**src/rtl/irqc_pkg.sv**
```systemverilog
// Shared types and helpers for the irq_prio_ctrl priority interrupt controller.
package irqc_pkg;

  localparam int IRQC_STATE_W = 2;

  typedef enum logic [IRQC_STATE_W-1:0] {
    IDLE    = 2'd0,
    PRESENT = 2'd1,
    GAP     = 2'd2
  } irqc_state_e;

  // Index width for a field addressing n items; a single item still needs one bit.
  function automatic int idx_width(input int n);
    return (n > 1) ? $clog2(n) : 1;
  endfunction

endpackage

```
**src/rtl/irqc_prio_enc.sv**
```systemverilog
// Combinational first-one finder over NBUS buses of NCH channels.
// Lowest bus wins; within a bus, lowest channel wins.
module irqc_prio_enc
  import irqc_pkg::*;
#(
  parameter  int NCH  = 9,
  parameter  int NBUS = 3,
  localparam int CW   = idx_width(NCH),
  localparam int BW   = idx_width(NBUS)
) (
  input  logic [NBUS*NCH-1:0] vec_i,
  output logic                found_o,
  output logic [BW-1:0]       bus_o,
  output logic [CW-1:0]       chan_o
);

  // Walk from the highest index down so the last hit written is the winner.
  always_comb begin
    // NOTE: every output gets a default first so no path leaves it unassigned (no latch).
    found_o = 1'b0;
    bus_o   = '0;
    chan_o  = '0;
    for (int b = NBUS - 1; b >= 0; b--) begin
      for (int c = NCH - 1; c >= 0; c--) begin
        if (vec_i[b*NCH+c]) begin
          found_o = 1'b1;
          bus_o   = BW'(b);
          chan_o  = CW'(c);
        end
      end
    end
  end

endmodule

```
**src/rtl/irq_prio_ctrl.sv**
```systemverilog
// Registered priority interrupt controller with valid/ack handshake.
// Optional: define IRQC_EDGE_DETECT_EN for sticky rising-edge capture (default: level mode).
module irq_prio_ctrl
  import irqc_pkg::*;
#(
  parameter  int NCH  = 9,
  parameter  int NBUS = 3,
  localparam int CW   = idx_width(NCH),
  localparam int BW   = idx_width(NBUS),
  localparam int NREQ = NBUS * NCH
) (
  input  logic            clk,
  input  logic            rst_n,
  input  logic [NREQ-1:0] req,
  input  logic [NCH-1:0]  chan_en,
  output logic            irq_valid,
  output logic [BW-1:0]   irq_bus,
  output logic [CW-1:0]   irq_chan,
  input  logic            irq_ack,
  output logic [NBUS-1:0] bus_any
);

  irqc_state_e     state_q, state_d;
  logic [NREQ-1:0] pending_q, pending_d;
  logic [NREQ-1:0] eligible;
  logic [BW-1:0]   bus_q, bus_d;
  logic [CW-1:0]   chan_q, chan_d;
  logic [NBUS-1:0] bus_any_q, bus_any_d;
  logic            win_found;
  logic [BW-1:0]   win_bus;
  logic [CW-1:0]   win_chan;

  assign eligible = pending_q & {NBUS{chan_en}};

  irqc_prio_enc #(
    .NCH  (NCH),
    .NBUS (NBUS)
  ) u_enc (
    .vec_i   (eligible),
    .found_o (win_found),
    .bus_o   (win_bus),
    .chan_o  (win_chan)
  );

`ifdef IRQC_EDGE_DETECT_EN
  logic [NREQ-1:0] req_q;
  logic [NREQ-1:0] clr_mask;
  logic            ack_fire;

  assign ack_fire = (state_q == PRESENT) && irq_ack;

  always_comb begin
    clr_mask = '0;
    for (int b = 0; b < NBUS; b++) begin
      for (int c = 0; c < NCH; c++) begin
        clr_mask[b*NCH+c] = ack_fire && (bus_q == BW'(b)) && (chan_q == CW'(c));
      end
    end
  end

  // A fresh edge on the bit being acked survives the clear.
  assign pending_d = (pending_q & ~clr_mask) | (req & ~req_q);

  always_ff @(posedge clk or negedge rst_n) begin
    if (!rst_n) req_q <= '0;
    else        req_q <= req;
  end
`else
  assign pending_d = req;
`endif

  always_comb begin
    state_d = state_q;
    case (state_q)
      IDLE:    if (win_found) state_d = PRESENT;
      PRESENT: if (irq_ack)   state_d = GAP;
      GAP:                    state_d = IDLE;
      default:                state_d = IDLE;
    endcase
  end

  // Winner is latched only when leaving IDLE, so it cannot change while presented.
  always_comb begin
    bus_d  = bus_q;
    chan_d = chan_q;
    if (state_q == IDLE && win_found) begin
      bus_d  = win_bus;
      chan_d = win_chan;
    end
    for (int b = 0; b < NBUS; b++) begin
      bus_any_d[b] = |eligible[b*NCH +: NCH];
    end
  end

  always_ff @(posedge clk or negedge rst_n) begin
    if (!rst_n) begin
      state_q   <= IDLE;
      pending_q <= '0;
      bus_q     <= '0;
      chan_q    <= '0;
      bus_any_q <= '0;
    end else begin
      // NOTE: non-blocking assignments so every register samples pre-edge values.
      state_q   <= state_d;
      pending_q <= pending_d;
      bus_q     <= bus_d;
      chan_q    <= chan_d;
      bus_any_q <= bus_any_d;
    end
  end

  assign irq_valid = (state_q == PRESENT);
  assign irq_bus   = bus_q;
  assign irq_chan  = chan_q;
  assign bus_any   = bus_any_q;

endmodule

```
**config.mk**
```make
export PLATFORM = sky130hd
export DESIGN_NAME = irq_prio_ctrl
export DESIGN_NICKNAME = d
export VERILOG_FILES = /design/src/rtl/irqc_pkg.sv /design/src/rtl/irqc_prio_enc.sv /design/src/rtl/irq_prio_ctrl.sv
export SDC_FILE = /design/constraint.sdc
export NUM_CORES = 1
export LEC_CHECK = 0
export BUFFER_PORTS_ARGS = -buffer_cell sky130_fd_sc_hd__buf_2
export CAP_MARGIN = 20
export CORE_UTILIZATION = 45
export DETAILED_ROUTE_END_ITERATION = 8
export GPL_ROUTABILITY_DRIVEN = 1
export PLACE_DENSITY = 0.71
export SLEW_MARGIN = 20
export SYNTH_ARGS = -nofsm -noshare
export SYNTH_HDL_FRONTEND = slang
export SYNTH_SLANG_ARGS = --single-unit
```
**constraint.sdc**
```tcl
create_clock -name clk -period 1.65 [get_ports clk]
set_input_delay 0.0825 -clock clk [delete_from_list [all_inputs] [get_ports clk]]
set_output_delay 0.0825 -clock clk [all_outputs]
set_load 0.005 [all_outputs]
```
==> results of run 1 <==
==> repair_timing <==
action | 4_1_cts | 5_1_grt
hold endpoints to repair | 67 | 0
endpoints found under the setup margin | 5 | 6
buffers inserted | 5 | 0
hold buffers | 29 | 0
pin swaps | 0 | 1
cloned | 0 | 0
gates resized for setup | 3 | 3
==> per-layer routing <==
metal / up-vias / GRT usage (%)
met5: - / 0
met3: 7 / 5.33
met1: 698 / 31.0
met2: 53 / 44.7
met4: 0 / 9.09
li1: 701 / -
==> sequential cells by signal, indices dropped and copies added, names as in the netlist <==
| register | flops |
|---|---|
| irq_bus | 2 |
| bus_any | 3 |
| pending_q | 27 |
| irq_chan | 4 |
| state_q | 2 |
==> layout by cell type (no fill, tap or decap), types with 3 or more instances in the layout <==
cell                            synthesis  routed
sky130_fd_sc_hd__a21oi_1                7       7
sky130_fd_sc_hd__a22o_1                 7       7
sky130_fd_sc_hd__a22oi_1                5       5
sky130_fd_sc_hd__buf_2                  1      48
sky130_fd_sc_hd__buf_4                  0      23
sky130_fd_sc_hd__clkbuf_4               0       5
sky130_fd_sc_hd__dfrtp_1               38      38
sky130_fd_sc_hd__dlygate4sd3_1          0      29
sky130_fd_sc_hd__nand2_1               29      28
sky130_fd_sc_hd__nand4_1                3       3
sky130_fd_sc_hd__nor2_1                 3       3
sky130_fd_sc_hd__o21ai_0                5       4
sky130_fd_sc_hd__o31ai_1                3       3
==> kinds of logic (layout without fill, tap and decap cells) <==
logic type,Yosys count,count (layout),share of synthesized area (%)
buffers and inverters,3,111,1.28
AND/OR/NAND/NOR,48,48,15.7
AO/OA/AOI/OAI,41,41,21.0
flip-flops,38,38,61.0
multiplexers,1,1,0.964
==> cell usage after synthesis, types with 2 or more instances <==
master                      n
sky130_fd_sc_hd__nand4_1    3
sky130_fd_sc_hd__o31ai_1    3
sky130_fd_sc_hd__a22oi_1    5
sky130_fd_sc_hd__nand3_1    2
sky130_fd_sc_hd__nor3_1     2
sky130_fd_sc_hd__a22o_1     7
sky130_fd_sc_hd__a31oi_1    2
sky130_fd_sc_hd__a31o_2     2
sky130_fd_sc_hd__nor2_1     3
sky130_fd_sc_hd__nand2_1   29
sky130_fd_sc_hd__o21ai_0    5
sky130_fd_sc_hd__and2_1     2
sky130_fd_sc_hd__a22o_4     2
sky130_fd_sc_hd__a21oi_1    7
sky130_fd_sc_hd__dfrtp_1   38
sky130_fd_sc_hd__a222oi_1   2
==> cell type report <==
type,count,area [sq um],share of cell area (%)
repair buffers,102,726,30.1
clock inverters,3,40.0,1.66
flip-flops and latches,38,951,39.4
inverters,1,3.75,0.156
multi-input cells,90,601,24.9
well taps,44,55.1,2.28
clock buffers,5,37.5,1.56
==> metrics by stage <==
stage,instances,setup WS [ps],setup TNS (ps),total power [W]
2_1_floorplan,131,-102,-102,0.00139
3_3_place_gp,241,-90.8,-100,0.00166
3_5_place_dp,241,-144,-354,0.00167
4_1_cts,283,-112,-487,0.00241
5_1_grt,283,-191,-824,0.00257
6_report,283,-128,-552,0.00243
==> worst reg2reg max path, cell delays in order (launching register included) <==
cell	delay [ps]
sky130_fd_sc_hd__dfrtp_1	410
sky130_fd_sc_hd__a22o_4	260
sky130_fd_sc_hd__nor4_4	320
sky130_fd_sc_hd__nand4_2	180
sky130_fd_sc_hd__o21ai_4	200
sky130_fd_sc_hd__buf_6	140
sky130_fd_sc_hd__buf_6	100
sky130_fd_sc_hd__nand2_2	40
sky130_fd_sc_hd__o31ai_1	60
==> power groups by stage <==
stage                     clock, W  sequential [W]  combinational, W
after floorplan                  0         0.00112          0.000274
after global placement           0         0.00112          0.000543
after detailed placement         0         0.00113          0.000548
after CTS                 0.000631         0.00111          0.000671
after global routing      0.000666         0.00113          0.000770
final                     0.000618         0.00111          0.000702
==> worst max-delay path by stage <==
stage	start	to	depth (start not counted)
6_report	pending_q[16]	irq_chan[3]	8
5_1_grt	pending_q[16]	irq_chan[2]	8
4_1_cts	pending_q[16]	irq_chan[1]	5
3_5_place_dp	pending_q[16]	irq_chan[1]	5
3_3_place_gp	pending_q[16]	irq_chan[1]	5
2_1_floorplan	pending_q[16]	irq_chan[1]	5
==> results, run 1 <==
- For the worst flop-to-flop path, the logic depth is 8.
- Among all stages on the critical path, the largest delay is contributed by sky130_fd_sc_hd__dfrtp_1.
- The number of global-route vias before repair is 1,485.
- For the worst setup path, the data required time is 1900 ps.
- After clock tree synthesis, the clock-pin slew on the worst setup and hold paths is 120 ps.
- The post-synth net total is 170.
- In the final layout, the share of cells above drive strength 1 is 38.9%.
- The checks that failed: negative setup slack.
- The clock tree synthesis step divided the H-tree into 2 levels.
- Across the run, the number of max-cap violations was 0.
- The count of inserted antenna diode cells is 0.
- The worst setup path is captured at a flip-flop.
- The tree built by TritonCTS fans out to 38 sinks.
- The most repeated library cell on the critical path is sky130_fd_sc_hd__buf_6.
- The worst register-to-register path has a setup slack of -130 ps.
- The area growth from synthesis to layout is 54.9%.
- The startpoint identified for the worst register-to-register timing path is pending_q[16].
- The die span in x is 60.8 um.
- The startpoint of the worst hold path is chan_en[8].
- Hold is met by around 23 ps.
- The first detailed-routing pass ran for 4 iterations.
- The floorplan step defined a die boundary enclosing roughly 0.0037 sq mm.
- The routed via count is approximately 1,500.
- The number of distinct library cells after synthesis is 33.
- The routed wire length on met3 is 225 um.
- The final layout contains routed wiring with a total length of 4160 um.
- The initial antenna violation count is 0.
- The net switching power of the design is 0.000677 W.
- The core utilization of the finished layout is 75.9%.
- The vertical die dimension is approximately 61 um.
- The endpoint identified for the worst register-to-register timing path is irq_chan[3].
- Setup violations remaining at the end of the flow were counted as 5.
- The leading register cell type out of synthesis is sky130_fd_sc_hd__dfrtp_1.
- The number of buffers on the longest clock path is 2.
- The worst stage delay on the critical path is a little over 400 ps.
- The placeable core area is 0.00318 sq mm.
- After synthesis, the mean cell area works out to 11.9 sq um.
- The number of input and output port buffers inserted is 48.
- The root buffer cell chosen for the clock tree is sky130_fd_sc_hd__clkbuf_4.
- The detailed-route vias per instance is roughly 5.2.
- Once placement finished, the instance area stood at 0.00199 sq mm.
- The fmax is 0.562 GHz.
- The filler cell count is 232.
- In the synthesized netlist, the number of instances is 131.
- The number of enable-type register cells in the synthesized netlist is 0.
- The net count of the finished layout is 277.
- Counting the buffers created by CTS gives 5.
- The final critical delay including setup and external delays is around 1800 ps.
- The routed length on met1 is 1700 um.
- For hold timing, the worst endpoint is irq_chan[3].
- After synthesis, the cell types taking the most area are sky130_fd_sc_hd__dfrtp_1 (61%), sky130_fd_sc_hd__nand2_1 (7.0%), sky130_fd_sc_hd__a22o_1 (3.9%).
- For the worst-skew pair, the clock arrives at the later sink with an insertion delay of 340 ps.
- At the end of routability-driven placement, the weighted congestion stood at 0.851.
- The leakage power is 1.16 nW.
- The depth of the worst hold-timing path is 3.
- The part of the cycle the worst path needs is 108%.
- The share of synthesized area in the top cell type comes to 61.0%.
- The cell area after synthesis is 0.00156 sq mm.
- The buffers plus inverters on the worst setup path is 2.
- At the pin with the least slew margin, the transition time is ~800 ps.
- The CTS tree is done.
- The floorplan has 20 rows.
- The combinational power share is 28.9%.
- The power share of the clock group is 25.4%.
- The largest clock skew in the final design is slightly below 10 ps.
- Of all nets on the critical path, the largest fanout is 3.
- The worst hold path belongs to the class primary input to flip-flop.
- In the final routed layout, each cell accounts on average for 14.7 um.
- The wire-length estimate of the detail-placed layout is 2930 um.
- Setup repair after global routing could not meet its margin everywhere.
- The share of total power dissipated in sequential elements is 45.8%.
- In this run, synthesis produced a sequential element count of 38.
- The cell taking the most area after synthesis is sky130_fd_sc_hd__dfrtp_1.
- The internal power of the cells totals 0.00176 W.
- The total global routing track utilization is 25.5%.
- The worst ir drop on vdd is 695 uV.
- Headroom to the max-slew limit came out at 46.5%.
- STA classifies the critical path startpoint as a flip-flop.
- The async set-or-reset flop fraction in the synthesized netlist is 100%.
- The number of placed I/O pins is 49.
- After global routing the overflow that remains totals 0.
- The class of the most critical setup path is flip-flop to flip-flop.
- The first-pass GRT wire length is 6710 um.
- Grouping stages by cell kind, the critical path spends the most delay in simple AND/OR/NAND/NOR gates.
- The final antenna-violating net count is 0.
- The fraction of power spent switching nets is 27.8%.
- The flow ran to the end, but the final reports show violations.
- The finished cells cover around 0.0024 sq mm.
- The topmost layer with routed signal wires is met4.
- In this run, the number of DRC markers left after iteration 0 of detailed routing was 112.
- The critical path arrival is 2030 ps.
- The final-report max-slew violation count is 0.
- Entering global routing, the biggest net connects 39 pins.
- The portion of the post-synthesis area used by sequential elements is 61.0%.
- The power density normalized to cell area is 1010 mW/mm^2.
- The count of endpoints failing hold in the final timing report came to 0.
- The final critical-path setup slack is -128 ps.
- The initial utilization of the core area, before any placement, comes to 49.0%.
- The critical path goes through a22o_4 -> nor4_4 -> nand4_2 -> o21ai_4 -> buf_6 -> buf_6 -> nand2_2 -> o31ai_1.
- The number of warnings printed during yosys synthesis is 0.
- The DRC violation count after routing is 0.
- After detailed routing, the met2 layer carries between 2000 and 2500 um of wire.
(Power assumes the default switching activity.)
==> run 2: changes to the inputs <==
- CORE_UTILIZATION: 45 -> 49
- PLACE_DENSITY: 0.71 -> 0.73
- clock period: 1.65 -> 1.7 ns (I/O delays scaled with it)
==> results, run 2 (synthesized netlist as in run 1, its figures left out) <==
- The share of total power dissipated in sequential elements is 50.4%.
- The critical path in this run is classified as flip-flop to flip-flop.
- The finished cells cover 0.00231 sq mm.
- After detailed routing, the average wire length per cell comes to ~16 um.
- The end of the worst register-to-register path is irq_chan[1].
- The weighted congestion at the end of routability-driven global placement is 0.853.
- Relative to the synthesized area, the layout overhead comes to 48.6%.
- The global-route congestion overflow total is 0.
- The fmax is between 0.5 and 0.6 GHz.
- The number of global-route vias before repair came to 1,476.
- The number of flip-flops in the largest register is 27.
- STA classifies the critical path startpoint as a flip-flop.
- The fraction of power spent switching nets is 28.8%.
- Internal power comes to 0.00152 W.
- The maximum number of pins on one net before global-route repair is 39.
- The clock input transition at the sequential cells of the worst setup and hold paths is 110 ps.
- The area of combinational cells with multiple inputs is between 500 and 600 sq um.
- The launch instance of the worst register-to-register path is pending_q[14].
- The critical path arrival is 2020 ps.
- The initial utilization of the core area, before any placement, comes to approximately 51%.
- Combinational cells account for 28.2% of the total power.
- The count of endpoints failing hold in the final timing report is 0.
- Summing over every cut layer, the via total after detailed routing is approximately 1,500.
- The standard-cell row count is 20.
- The total global routing track utilization is between 20% and 30%.
- VDD sags by at most 673 uV.
- TritonCTS built the clock tree.
- The number of antenna diodes in the final layout is 0.
- After layout, the worst setup slack is -91.2 ps.
- The H-tree generated during clock tree synthesis spans 2 levels.
- Counting instances, the worst hold path has a depth of 3.
- The most common cell after layout, fill and taps aside is sky130_fd_sc_hd__buf_2.
- More flip-flops sit in one register than any other, and that register is pending_q.
- The worst register-to-register path has a depth of 5.
- The first-pass GRT wire length is 6700 um.
- The total wire length after detailed routing is about 4200 um.
- The first detailed-routing pass ran for 7 iterations.
- The count of endpoints failing setup in the final report is 2.
- Summing all flip-flop and latch instances after layout gives approximately 950 sq um.
- The clock buffer count from CTS is 5.
- The final antenna-violating net count is 0.
- The layout has 210 filler cells.
- Power spread over the standard cell area amounts to between 900 and 1000 mW/mm^2.
- Input and output buffers added on the ports amount to 48.
- The vertical die dimension is 58.4 um.
- Per report_power, the clock group accounts for 21.4% of the total.
- The leakage power is 1.09 nW.
- The checks that failed: design-rule violations, negative setup slack.
- The flow ran to the end, but the final reports show violations.
- In this run the power spent charging and discharging nets is 0.000616 W.
- The final critical delay including setup and external delays is 1790 ps.
- The DRC violation count after routing is 3.
- After floorplanning, the core was sized to cover 0.00303 sq mm.
- The net count of the finished layout is 269.
- The largest fanout on the critical path is 4.
- The number of buffers on the longest clock path is 2.
- The part of the cycle the worst path needs is 105%.
- Between clock sinks in the finished design, the worst skew comes to ~12 ps.
- The clock root buffer master is sky130_fd_sc_hd__clkbuf_4.
- The number of placed instances, taps included, is between 200 and 250.
- During I/O placement, the number of pins put on the boundary was 49.
- The kind of path behind the tightest hold check is primary input to flip-flop.
- The worst pin sits at a relative slew slack of 46.6%.
- Max-cap violations in this run came to 0.
- The later pin in the worst-skew pair is clocked with a latency of 340 ps.
- The final-report max-slew violation count was 0.
- The initial antenna violation count is 0.
- The placed cell area is 0.00193 sq mm.
- The setup check on the worst reg-to-reg path leaves a slack of -90 ps.
- In this run, the number of DRC markers left after iteration 0 of detailed routing was 83.
- The data required time at the worst endpoint is 1930 ps.
- The die span in x is 58.4 um.
- Leaving out fill and tap cells, the most frequent cells in the layout are sky130_fd_sc_hd__buf_2 (48), sky130_fd_sc_hd__dfrtp_1 (38), sky130_fd_sc_hd__nand2_1 (29), sky130_fd_sc_hd__dlygate4sd3_1 (29), sky130_fd_sc_hd__buf_4 (16).
- The placed wire-length estimate after detailed placement is 2770 um.
- The endpoint of the worst hold path is irq_chan[3].
- The worst-margin pin slew is 801 ps.
- The count of cells in the finished layout, fillers not included, comes to 273.
- The startpoint identified for the worst hold timing path is chan_en[8].
- The full die area is around 0.0034 sq mm.
- Cells with a size suffix above 1 make up 35.8% of the layout.
- The worst setup path is captured at a flip-flop.
- The number of clock sinks is 38.
- Setup repair after global routing could not meet its margin everywhere.
- After detailed routing, the number of vias per cell comes to 5.49.
==> run 2: layout make-up <==
type                       count  share of cell area (%)
timing repair buffer          94                    28.6
clock buffer                   6                    2.22
tap                           44                    2.38
sequential                    38                    41.1
multi-input combinational     90                    25.6
inverter                       1                   0.162
==> run 2: worst max-delay path: stages, from the launching register on <==
cell,delay (ps)
sky130_fd_sc_hd__dfrtp_1,420
sky130_fd_sc_hd__a22o_4,240
sky130_fd_sc_hd__nor4_4,320
sky130_fd_sc_hd__nand4_2,160
sky130_fd_sc_hd__o21ai_4,210
sky130_fd_sc_hd__mux2_4,310
==> run 2: power groups by stage <==
stage / sequential [W] / clock, W / combinational, W
after global placement: 0.00108 / 0 / 0.000514
final: 0.00108 / 0.000457 / 0.000603
after CTS: 0.00107 / 0.000467 / 0.000571
after floorplan: 0.00109 / 0 / 0.000266
after detailed placement: 0.00109 / 0 / 0.000519
after global routing: 0.00109 / 0.000504 / 0.000663
==> run 2: timing repair <==
item / CTS / global route
hold buffers: 29 / 0
pin swaps: 0 / 1
setup endpoints to repair: 3 / 6
setup buffers: 1 / 4
gates resized for setup: 0 / 4
hold endpoints to repair: 67 / 0
==> run 2: worst max path at each step <==
stage / from / endpoint / slack, ps / depth (start not counted)
detailed placement: pending_q[16] / irq_chan[1] / -60 / 5
global route: pending_q[14] / irq_chan[1] / -140 / 5
floorplan: pending_q[16] / irq_chan[1] / -50 / 5
finish: pending_q[14] / irq_chan[1] / -90 / 5
CTS: pending_q[16] / irq_chan[1] / -70 / 5
global placement: pending_q[16] / irq_chan[1] / -20 / 5
==> run 2: routing by layer <==
| layer | vias up | routed length (um) | global-route usage [%] |
|---|---|---|---|
| met5 | - | 0 | 0 |
| met4 | 0 | 119 | 14.3 |
| met3 | 15 | 252 | 5.71 |
| met2 | 76 | 2200 | 46.3 |
| met1 | 719 | 1670 | 33.6 |
| li1 | 690 | - | - |
==> run 2: through the flow <==
stage	utilization [%]	setup WS, ps	hold slack, ps	power (W)	setup TNS [ps]
after floorplan	-	-52.4	-211	0.00135	-52.4
after global placement	63.6	-20.7	192	0.00160	-20.7
after detailed placement	63.6	-60.7	194	0.00161	-100
after CTS	75.2	-69.4	35.8	0.00211	-127
after global routing	76.4	-136	54.2	0.00225	-421
final	76.4	-91.2	55.2	0.00213	-151
==> run 3: changes to the inputs <==
- SETUP_SLACK_MARGIN: not set -> 0.1
==> results, run 3 (synthesized netlist as in run 1, its figures left out) <==
- The clock latency on the worst-skew pair is 350 ps.
- The register with the highest flop count is pending_q.
- In this run the tightest slew margin relative to its limit is a little under half.
- Combinational logic burns approximately 28% of the power.
- Setup repair after global routing could not meet its margin everywhere.
- The worst-case IR drop observed on VDD is 600 uV.
- The net count of the finished layout is about 270.
- At the placement stage, the worst setup path has a slack of -55.6 ps.
- The number of flip-flops in the largest register is 27.
- The sequential share of power is 48.8%.
- The total global routing track utilization is between 20 and 30%.
- The sequential cell area is 951 sq um.
- Along the worst path, the maximum fanout reaches 4.
- The power density normalized to cell area is ~940 mW/mm^2.
- The number of violations of the max-capacitance limit is 0.
- The floorplan step set the die height to 58.4 um.
- The analysis attributes to cell leakage a power of 1.10 nW.
- The depth of the worst hold-timing path is 3.
- The CTS tree is done.
- The largest clock skew in the final design is 6.18 ps.
- The fraction of layout instances using a drive strength above 1 is 37.7%.
- The final antenna-violating net count is 0.
- Tracing the worst setup path back leads to its startpoint at pending_q[16].
- The end of the worst register-to-register path is irq_chan[1].
- The number of global-route vias before repair is 1,486.
- The placeable core area is 0.00303 sq mm.
- The full die area is about 0.0034 sq mm.
- Data on the critical path is required at its endpoint by 1950 ps.
- The maximum level of the CTS H-tree is 2.
- For this design the top-level I/O count stands at 49.
- The worst setup path is of the flip-flop to flip-flop kind.
- The setup slack on the worst flop-to-flop path is -120 ps.
- The floorplan has 20 rows.
- The launch instance of the worst register-to-register path is pending_q[16].
- Once detailed placement completed, the half-perimeter wirelength came to about 2800 um.
- The fraction of power spent switching nets is between 20% and 30%.
- The post-route standard cell area excluding fillers is 0.00234 sq mm.
- Derived from the worst setup path, the maximum achievable clock frequency is 0.550 GHz.
- The library cells used most frequently in the layout, excluding fill and tap cells, are sky130_fd_sc_hd__buf_2 (48), sky130_fd_sc_hd__dfrtp_1 (38), sky130_fd_sc_hd__nand2_1 (29), sky130_fd_sc_hd__dlygate4sd3_1 (29), sky130_fd_sc_hd__buf_4 (16).
- The routed via count is 1,481.
- The detailed router finished its first iteration with 76 violations.
- Leaving out fill and tap cells, the most frequent cell in the layout is sky130_fd_sc_hd__buf_2.
- 0 antenna diodes ended up in the layout.
- The floorplan step set the die width to 58.4 um.
- Summed over all layers, the global routing overflow is 0.
- The final critical delay including setup and external delays is 1820 ps.
- The power after layout is 0.00220 W.
- Buffers placed on the I/O ports in this run total between 40 and 50.
- The count of endpoints failing hold in the final timing report is 0.
- Setup violations remaining at the end of the flow were counted as 5.
- After detailed routing, the total wire length is 4150 um.
- The maximum number of pins on one net before global-route repair is 39.
- The kind of path behind the tightest hold check is primary input to flip-flop.
- STA classifies the critical path endpoint as a flip-flop.
- Clock tree synthesis found a total of 38 sinks.
- The capturing element of the worst setup path is irq_chan[1].
- The filler cell count is 192.
- The first TritonRoute pass finished after 5 iterations.
- The growth of design area from synthesis to finish is 50.5%.
- After layout, the worst path uses 107% of the clock period.
- The area of combinational cells with multiple inputs is 609 sq um.
- The initial utilization of the core area, before any placement, comes to 51.4%.
- The power share of the clock group is 22.6%.
- The net switching power of the design is approximately 0.00065 W.
- For the pin with the worst max-slew slack, the measured transition is 808 ps.
- CTS placed an instance of sky130_fd_sc_hd__clkbuf_4 at the clock tree root.
- The final reports fail on negative setup slack.
- The detailed-route vias per instance is between 5 and 6.
- Measured in cells, the most critical reg-to-reg path has a length of 5.
- The run finished, with violations left.
- After detailed placement, the total cell area comes to 0.00193 sq mm.
- The final-report max-slew violation count came to 0.
- The final critical-path setup slack is -119 ps.
- The critical path arrival is a little over 2000 ps.
- The initial antenna violation count is 0.
- The sort of element at the start of the critical path is a flip-flop.
- The total internal power is ~0.0016 W.
- The first global-routing pass estimated 6750 um of wire.
- The clock buffer count from CTS is 5.
- In the routed design, unresolved DRC markers number 0.
- Dividing the detail-routed wire length by the instance count gives 15.1 um.
- The clock passes through at most 2 buffers.
- The clock input transition at the sequential cells of the worst setup and hold paths is 110 ps.
- The congestion estimate from routability-driven global placement came to 0.891.
run 3: timing repair:
item / 4_1_cts / 5_1_grt
endpoints found under the hold margin: 67 / 0
setup buffers: 1 / 3
setup endpoints to repair: 6 / 6
pin swaps: 0 / 5
hold buffers: 29 / 0
resized for setup: 1 / 8
run 3: worst max-delay path, cell delays in order, from the launching register on:
cell                      delay [ps]
sky130_fd_sc_hd__dfrtp_1         420
sky130_fd_sc_hd__a22o_4          270
sky130_fd_sc_hd__nor4_4          310
sky130_fd_sc_hd__nand4_2         170
sky130_fd_sc_hd__o21ai_4         240
sky130_fd_sc_hd__mux2_4          310
run 3: worst min-delay path by stage:
stage / from / slack (ps) / endpoint
after floorplan: rst_n / -210 / bus_any[0]
after global placement: req[13] / 190 / pending_q[13]
after detailed placement: req[4] / 190 / pending_q[4]
after CTS: chan_en[8] / 8 / irq_chan[3]
after global routing: chan_en[8] / 50 / irq_chan[3]
final: chan_en[8] / 50 / irq_chan[3]
run 3: final cells by class:
| type | count | area share, % |
|---|---|---|
| multi-input combinational | 90 | 26.0 |
| clock buffer | 6 | 2.19 |
| sequential | 38 | 40.6 |
| clock inverter | 2 | 0.534 |
| timing repair buffer | 94 | 28.2 |
| tap | 44 | 2.35 |
| inverter | 1 | 0.160 |
run 3: per-layer routing:
metal | vias to the layer above | global-route usage (%) | routed length (um) | share of wire, %
met5 | - | 0 | 0 | 0
met4 | 0 | 12.9 | 119 | 2.9
met3 | 13 | 8.57 | 273 | 6.6
met2 | 69 | 44.0 | 2070 | 50
met1 | 713 | 33.9 | 1690 | 41
li1 | 686 | - | - | -
run 3: power by group through the flow:
stage,Sequential [W],Clock [W],Combinational (W)
floorplan,0.00109,0,0.000266
global placement,0.00108,0,0.000516
detailed placement,0.00109,0,0.000518
CTS,0.00107,0.000515,0.000573
global route,0.00109,0.000552,0.000696
finish,0.00108,0.000499,0.000629
run 3: per-stage QoR:
step,TNS (ps),hold slack (ps),util [%],std cells
after floorplan,-52.4,-211,-,131
after global routing,-714,45.7,77.4,275
after detailed placement,-89.2,194,63.9,234
final,-309,47.2,77.4,275
after CTS,-123,8.43,75.9,272
after global placement,-25.8,192,63.9,234
